<file path="src/rtl/rsa_pkg.sv">
// Shared defaults, FSM state encoding and sizing helper for the RSA stream controller.
package rsa_pkg;

   localparam int K_DEF = 7;
   localparam int N_DEF = 79;

   typedef enum logic [1:0] {
      IDLE  = 2'd0,
      START = 2'd1,
      WAIT  = 2'd2,
      HOLD  = 2'd3
   } state_t;

   function automatic int clog2(input int value);
      int r;
      r = 0;
      for (int v = value - 1; v > 0; v = v >> 1) begin
         r++;
      end
      return r;
   endfunction

endpackage

</file>
<file path="src/rtl/rsa_sync_fifo.sv">
// Single-clock FIFO with wrap-bit pointers; push and pop may happen in the same cycle.
module rsa_sync_fifo
   import rsa_pkg::*;
#(
   parameter int WIDTH = 7,
   parameter int DEPTH = 4
) (
   input  logic             clk,
   input  logic             rst,
   input  logic             push_i,
   input  logic [WIDTH-1:0] wdata_i,
   input  logic             pop_i,
   output logic [WIDTH-1:0] rdata_o,
   output logic             full_o,
   output logic             empty_o
);

   localparam int AW = clog2(DEPTH);

   logic [AW:0]      wr_ptr_q;
   logic [AW:0]      rd_ptr_q;
   logic [WIDTH-1:0] mem_q [DEPTH];

   always_ff @(posedge clk or posedge rst) begin
      if (rst) begin
         wr_ptr_q <= '0;
         rd_ptr_q <= '0;
      end else begin
         if (push_i) wr_ptr_q <= wr_ptr_q + 1'b1;
         if (pop_i)  rd_ptr_q <= rd_ptr_q + 1'b1;
      end
   end

   always_ff @(posedge clk) begin
      if (push_i) mem_q[wr_ptr_q[AW-1:0]] <= wdata_i;
   end

   assign rdata_o = mem_q[rd_ptr_q[AW-1:0]];
   assign empty_o = (wr_ptr_q == rd_ptr_q);
   // Same index with differing wrap bits means the writer has lapped the reader.
   assign full_o  = (wr_ptr_q[AW] != rd_ptr_q[AW]) && (wr_ptr_q[AW-1:0] == rd_ptr_q[AW-1:0]);

endmodule

</file>
<file path="src/rtl/rsa_stream_ctrl.sv">
// Buffers plaintext words and feeds them one at a time to the RSA encoder with a watchdog.
// Optional word range rejection at pop time: RSA_STREAM_RANGE_CHECK_EN.
module rsa_stream_ctrl
   import rsa_pkg::*;
#(
   parameter int K          = K_DEF,
   parameter int N          = N_DEF,
   parameter int FIFO_DEPTH = 4,
   parameter int TIMEOUT    = 1024
) (
   input  logic         clk,
   input  logic         rst,
   input  logic         s_valid,
   output logic         s_ready,
   input  logic [K-1:0] s_data,
   output logic         m_valid,
   input  logic         m_ready,
   output logic [K-1:0] m_data,
   output logic         enc_start,
   output logic [K-1:0] enc_data_in,
   input  logic [K-1:0] enc_data_out,
   input  logic         enc_done,
   output logic         busy,
   output logic         err,
   output logic         timeout
);

   localparam int             WDW       = clog2(TIMEOUT) + 1;
   localparam int             WD_LAST_I = TIMEOUT - 1;
   localparam logic [WDW-1:0] WD_LAST   = WD_LAST_I[WDW-1:0];
   localparam logic [K:0]     N_W       = N[K:0];

   state_t         state_q;
   logic [WDW-1:0] wd_q;
   logic [WDW-1:0] wd_inc;
   logic           m_valid_q;
   logic [K-1:0]   m_data_q;
   logic           enc_start_q;
   logic [K-1:0]   enc_data_q;
   logic           err_q;
   logic           timeout_q;

   logic           fifo_full;
   logic           fifo_empty;
   logic [K-1:0]   fifo_head;
   logic           fifo_push;
   logic           fifo_pop;
   logic           head_ok;

   assign s_ready   = !rst && !fifo_full;
   assign fifo_push = s_valid && s_ready;
   assign fifo_pop  = (state_q == IDLE) && !fifo_empty;
   assign wd_inc    = wd_q + 1'b1;

`ifdef RSA_STREAM_RANGE_CHECK_EN
   assign head_ok = ({1'b0, fifo_head} < N_W);
`else
   logic unused_n;
   assign unused_n = ^N_W;
   assign head_ok  = 1'b1;
`endif

   rsa_sync_fifo #(
      .WIDTH (K),
      .DEPTH (FIFO_DEPTH)
   ) u_fifo (
      .clk     (clk),
      .rst     (rst),
      .push_i  (fifo_push),
      .wdata_i (s_data),
      .pop_i   (fifo_pop),
      .rdata_o (fifo_head),
      .full_o  (fifo_full),
      .empty_o (fifo_empty)
   );

   always_ff @(posedge clk or posedge rst) begin
      if (rst) begin
         state_q     <= IDLE;
         wd_q        <= '0;
         m_valid_q   <= 1'b0;
         m_data_q    <= '0;
         enc_start_q <= 1'b0;
         enc_data_q  <= '0;
         err_q       <= 1'b0;
         timeout_q   <= 1'b0;
      end else begin
         enc_start_q <= 1'b0;
         err_q       <= 1'b0;
         timeout_q   <= 1'b0;
         case (state_q)
            IDLE: begin
               if (!fifo_empty) begin
                  if (head_ok) begin
                     enc_data_q  <= fifo_head;
                     enc_start_q <= 1'b1;
                     state_q     <= START;
                  end else begin
                     err_q <= 1'b1;
                  end
               end
            end
            START: begin
               wd_q    <= '0;
               state_q <= WAIT;
            end
            WAIT: begin
               // wd_q is still zero in the first WAIT cycle, which masks a stale done level.
               if (wd_q != '0 && enc_done) begin
                  m_data_q  <= enc_data_out;
                  m_valid_q <= 1'b1;
                  state_q   <= HOLD;
               end else if (wd_inc == WD_LAST) begin
                  wd_q      <= wd_inc;
                  timeout_q <= 1'b1;
                  state_q   <= IDLE;
               end else begin
                  wd_q <= wd_inc;
               end
            end
            HOLD: begin
               if (m_ready) begin
                  m_valid_q <= 1'b0;
                  state_q   <= IDLE;
               end
            end
            default: state_q <= IDLE;
         endcase
      end
   end

   assign m_valid     = m_valid_q;
   assign m_data      = m_data_q;
   assign enc_start   = enc_start_q;
   assign enc_data_in = enc_data_q;
   assign err         = err_q;
   assign timeout     = timeout_q;
   assign busy        = (state_q != IDLE) || !fifo_empty;

endmodule

</file>
<file path="config.mk">
export PLATFORM = sky130hd
export DESIGN_NAME = rsa_stream_ctrl
export DESIGN_NICKNAME = d
export VERILOG_FILES = /design/src/rtl/rsa_pkg.sv /design/src/rtl/rsa_sync_fifo.sv /design/src/rtl/rsa_stream_ctrl.sv
export SDC_FILE = /design/constraint.sdc
export NUM_CORES = 1
export LEC_CHECK = 0
export ABC_AREA = 1
export CAP_MARGIN = 5
export CORE_ASPECT_RATIO = 1.4
export CORE_MARGIN = 2
export CORE_UTILIZATION = 42
export CTS_CLUSTER_SIZE = 24
export DETAILED_ROUTE_END_ITERATION = 8
export PLACE_DENSITY = 0.7
export SLEW_MARGIN = 5
export SYNTH_ARGS = -nofsm -noshare
export SYNTH_HDL_FRONTEND = slang
export SYNTH_SLANG_ARGS = --single-unit
</file>
<file path="constraint.sdc">
create_clock -name clk -period 2.2 [get_ports clk]
set_input_delay 0.44 -clock clk [delete_from_list [all_inputs] [get_ports clk]]
set_output_delay 0.44 -clock clk [all_outputs]
set_load 0.03 [all_outputs]
</file>
# Word level (Yosys, flattened, before mapping)
# Memory sizes are Yosys's and may differ from the RTL's. A register that Yosys moved wholly into a read port is not among the register bits.
# Index checks and enable logic that the tools add are counted.
# op_classes
addsub	3
eq_ne	12
reduce_logical	19
n_bitwise	1
mux	17
# op_table
op	count
$pmux 11 s2	1
$add 11x1->11 const B	1
$eq 11x10->1 const B	1
$mux 11	1
$reduce_bool 11->1	1
$mux 1	9
$mux 2	4
$ne 2x2->1 const B	4
$pmux 2 s4	1
$add 3x1->3 const B	2
$reduce_and 2->1	3
$reduce_and 3->1	2
$reduce_bool 2->1	3
$logic_and 1x1->1	5
$eq 2x2->1 const B	2
$eq 3x3->1	1
$logic_not 1->1	3
$ne 3x3->1 const B	1
$eq 2x1->1 const B	1
$eq 2x2->1	1
$logic_not 2->1	1
$pmux 1 s2	1
$logic_or 1x1->1	1
$ne 1x1->1	1
$not 1->1	1
# word_totals
word_cells	61
regBits	29
n_memories	1
out_inout_bits	20
mem_bits_rw	28
# memory_table
name	words	width	rd	rd_ports_with_merged_regs	write_ports	line_no	rtl
u_fifo.mem_q	4	7	1	1	1	rsa_sync_fifo.sv:22	logic [WIDTH-1:0] mem_q [DEPTH];

# Depth between registers and ports, before layout
# logic_depth
word_depth	7
mapped_depth	13
ltp_nobuf	13

# By module
# From an unflattened synthesis, not the netlist that was laid out.
# unflattened
hier_cells	327
hier_area_um2	3084.2
# by_module_without_submodules
mod	cells_per_inst	instances	area_each_um2
rsa_stream_ctrl	203	1	1602.8
rsa_sync_fifo	124	1	1481.4

# Least setup slack after synthesis
# No wires, ideal clock.
# synth_path
path_kind	input to register
start	input port rst
end	memory u_fifo.mem_q[0][0], enable pin
arrival_time_ns	2.139
required_ns	1.840
setup_time_ns	0.360
n_path_buf	0
path_stages	5
setup_slack_ns	-0.299
cell_sequence	inv_1 o21ai_1 inv_1 nand2_2 nor2_1
# synth_via
elab_chain_cells	5
# synth_rtl
item	line_no	rtl
from (decl)	rsa_stream_ctrl.sv:12	input logic rst,
$logic_not 1->1 (no source line)	-	
$logic_and 1x1->1	rsa_stream_ctrl.sv:50	assign s_ready = !rst && !fifo_full;
net s_ready	rsa_stream_ctrl.sv:14	output logic s_ready,
$logic_and 1x1->1	rsa_stream_ctrl.sv:51	assign fifo_push = s_valid && s_ready;
$mux 1	rsa_sync_fifo.sv:35	if (push_i) mem_q[wr_ptr_q[AW-1:0]] <= wdata_i;
$mux 1 (implied by the code)	rsa_sync_fifo.sv:35	
to (decl)	rsa_sync_fifo.sv:22	
# The timed path passes the listed nets, and every way through them passes these cells.

# Worst setup path in the final report
# layout_path
start	register u_fifo.rd_ptr_q[2]
end	output port busy
# layout_via
elab_chain_cells	3
# layout_rtl
item	line_no	rtl
from (decl)	rsa_sync_fifo.sv:21	logic [AW:0] rd_ptr_q;
from (signal assigned)	rsa_sync_fifo.sv:30	if (pop_i) rd_ptr_q <= rd_ptr_q + 1'b1;
$eq 3x3->1	rsa_sync_fifo.sv:39	assign empty_o = (wr_ptr_q == rd_ptr_q);
$logic_not 1->1	rsa_stream_ctrl.sv:138	assign busy = (state_q != IDLE) || !fifo_empty;
$logic_or 1x1->1	rsa_stream_ctrl.sv:138	
to (decl)	rsa_stream_ctrl.sv:23	output logic busy,
# Every way passes these cells.

==> impl_metrics.py <==
metrics = {
    "grt": {
        "grt_start_max_net_pins": 37,
        "grt_antenna_before_repair": 0,
        "grt.overflow.total": 0,
        "grtUsageTotal_pct": 18.3,
        "grt_pass1_vias": 2343,
        "grt_pass1_wl_mm": 10.8,
    },
    "cts": {
        "cts_max_level": 3,
        "cts_inserted_buffers": 9,
        "cts_max_path_buffers": 2,
        "cts_tree": "done",
        "cts_sinks": 64,
        "clock_latency_ns": 0.34,
        "cts.reportedPaths.clkPinSlew_ns": 0.07,
        "cts-root-buf": "clkbuf_8",
    },
    "setup_path": {
        "critPathCaptureType": "output port",
        "critPathKind": "reg -> out",
        "r2r_end": "wd_q[8]",
        "r2r-start": "wd_q[0]",
        "rr_worst_depth": 7,
        "rrSetupSlack_ns": 0.26,
        "cp.arrival_ns": 1.52,
        "worstPathMaxFanout": 2,
        "worstPathRequired_ns": 1.76,
        "setup.worst_path.start_class": "register",
    },
    "route": {
        "first_pass_iters": 4,
        "vias_per_cell": 4.78,
        "antenna_left": 0,
        "routed-via-count": 2194,
        "wl_per_cell_um": 13.5,
        "drc": 0,
        "dr.first_iter.drc_count": 138,
        "wl_mm": 6.18,
    },
    "pwr": {
        "vdd_drop_max_mv": 0.825,
        "clockPowerShare_pct": 22.8,
        "switching_share_pct": 39.3,
        "combinationalPowerShare_pct": 40.9,
        "pwr-share-seq_pct": 36.3,
        "switching_power_mw": 1.90,
        "p_int_mw": 2.93,
        "p_leak_nw": 1.56,
        "power.density_nw_per_um2": 1300,
    },
    "yosys": {
        "syn_inst": 313,
        "ys_types": 29,
        "syn_avg_cell_area_sq_um": 9.57,
        "syn-num-nets": 340,
        "ys_warn_count": 0,
        "ys_seq_area_share_pct": 58.1,
        "synth_seq_cells": 64,
        "synth.cell_area_sq_um": 3000,
    },
    "layout": {
        "synthToLayoutAreaGrowth_pct": 23.5,
        "final_nets": 386,
        "final_cell_mix": "nand2_1, nor2_1, dfrtp_1, clkdlybuf4s50_1, inv_1",
        "antenna_cells": 0,
        "layout_commonest_cell": "nand2_1",
        "drive_gt1_share_pct": 12.9,
    },
    "sta": {
        "tightest_slew_ns": 0.682,
        "final.min_clock_period_ns": 1.96,
        "max_freq_mhz": 510,
        "setup_viol": 0,
        "tns_ns": 0,
        "fin_crit_sh_pct": 89.1,
        "slew_headroom_pct": 54.4,
        "final_max_slew_viol_count": 0,
        "rsz0062_at_grt": "false",
        "clock-skew-final_ns": 0.00580,
        "hold_viol": 0,
        "setup_slack_ns": 0.241,
    },
    "job": {
        "maxCapViolCount": 0,
    },
    "floorplan": {
        "dieArea_sq_um": 7830,
        "die_h_um": 104,
        "io_pins": 39,
        "die_w_um": 75.4,
        "coreArea_sq_um": 6940,
        "rows": 36,
        "initial_core_util_pct": 43.2,
    },
    "placement": {
        "pre_cts_slack_ns": 0.0869,
        "portBuffers": 37,
        "dpl.hpwl_mm": 4.41,
        "finalWeightedCongestion": 0.850,
    },
    "worst_hold_path": {
        "holdPathEnd": "m_data[2]",
        "hp-class": "reg -> reg",
        "hp-start": "m_data[2]",
        "min_path_cells": 2,
    },
    "outcome": {
        "status": "complete, no violations",
    },
}
==> Yosys cell counts <==
cell type,count,share of area (%)
ha_1,8,3.3
edfxtp_1,28,28
clkbuf_1,2,0.25
nand4_1,4,0.84
xnor2_1,4,1.2
nand3_1,13,2.2
inv_1,34,4.3
buf_4,2,0.50
a31oi_1,7,1.5
nand3_2,2,0.67
inv_4,1,0.21
nor3_1,2,0.33
o21ai_0,18,3.0
inv_2,2,0.25
nor2_2,2,0.42
xor2_1,4,1.2
nand2_2,7,1.5
nand2_4,1,0.38
nor2_1,51,6.4
buf_2,1,0.17
o21ai_2,1,0.29
a21oi_1,1,0.17
buf_6,3,1.1
nand2_1,62,7.8
conb_1,1,0.13
o22ai_1,5,1.0
o21ai_1,6,1.0
dfrtp_1,36,30
nor2_4,5,1.9
==> worst max-delay path by stage <==
| stage | start | end | depth (start not counted) |
|---|---|---|---|
| after floorplan | rst | u_fifo.mem_q[0][0] | 5 |
| after global placement | rst | u_fifo.mem_q[1][6] | 6 |
| after detailed placement | rst | u_fifo.mem_q[1][6] | 6 |
| after CTS | u_fifo.rd_ptr_q[2] | busy | 5 |
| after global routing | u_fifo.wr_ptr_q[0] | busy | 5 |
| final | u_fifo.rd_ptr_q[2] | busy | 5 |
==> timing repair <==
action                                  CTS  global route
buffers inserted                          0             0
endpoints found under the setup margin    1             1
pin swaps                                 0             0
hold buffers                              0             0
resized for setup                         1             4
==> sequential cells by signal, summed over array words and instances (netlist names) <==
register         count
u_fifo.mem_q        28
wd_q                11
enc_data_in          7
m_data               7
u_fifo.rd_ptr_q      3
u_fifo.wr_ptr_q      3
state_q              2
enc_start            1
m_valid              1
timeout              1
==> through the flow <==
stage / hold slack, ns / utilization [%] / cells / power (mW) / instance area (sq um)
finish: 0.472 / 53.3 / 459 / 4.82 / 3700
global route: 0.494 / 53.3 / 459 / 5.20 / 3700
CTS: 0.476 / 53.2 / 459 / 4.85 / 3690
detailed placement: 0.458 / 50.0 / 443 / 3.74 / 3470
global placement: 0.453 / 50.0 / 443 / 3.70 / 3470
floorplan: 0.397 / - / 313 / 3.12 / 3000
==> critical path, stage by stage (launching register included) <==
cell and delay (ns):
dfrtp_1 0.42, xnor2_2 0.21, nand3_1 0.14, nor2_1 0.15, inv_1 0.08, clkbuf_2 0.19
==> final cells by class <==
cell class | count | area, sq um
clock buffers | 9 | 124
clock inverters | 7 | 95.1
fillers | 658 | 3240
inverters | 37 | 145
multi-input cells | 204 | 1070
flip-flops and latches | 64 | 1740
well taps | 95 | 119
repair buffers | 43 | 408
==> metal layers <==
layer,up-vias,global-route usage [%],wire length (um)
met5,-,0,0
met4,0,6.52,105
met3,9,5.14,215
met2,42,31.8,3380
met1,1040,20.8,2490
li1,1103,-,-
==> power by group through the flow <==
stage | Sequential, mW | Clock [mW] | Combinational, mW
after detailed placement | 1.76 | 0 | 1.97
final | 1.75 | 1.10 | 1.97
after CTS | 1.74 | 1.12 | 1.98
after global placement | 1.75 | 0 | 1.95
after global routing | 1.79 | 1.17 | 2.24
after floorplan | 2.00 | 0 | 1.12
==> kinds of logic (layout without fill, tap and decap cells) <==
kind of cell,Yosys count,in the layout,share of synthesized area [%]
adders and majority gates,8,8,3.34
AOI/OAI and AO/OA,38,38,6.98
xor gates and xnor gates,8,8,2.34
buffers and inverters,45,96,6.77
other,1,1,0.125
DFF,64,64,58.1
and+or+nand+nor,149,149,22.3
Power figures use the tool's default switching activity.
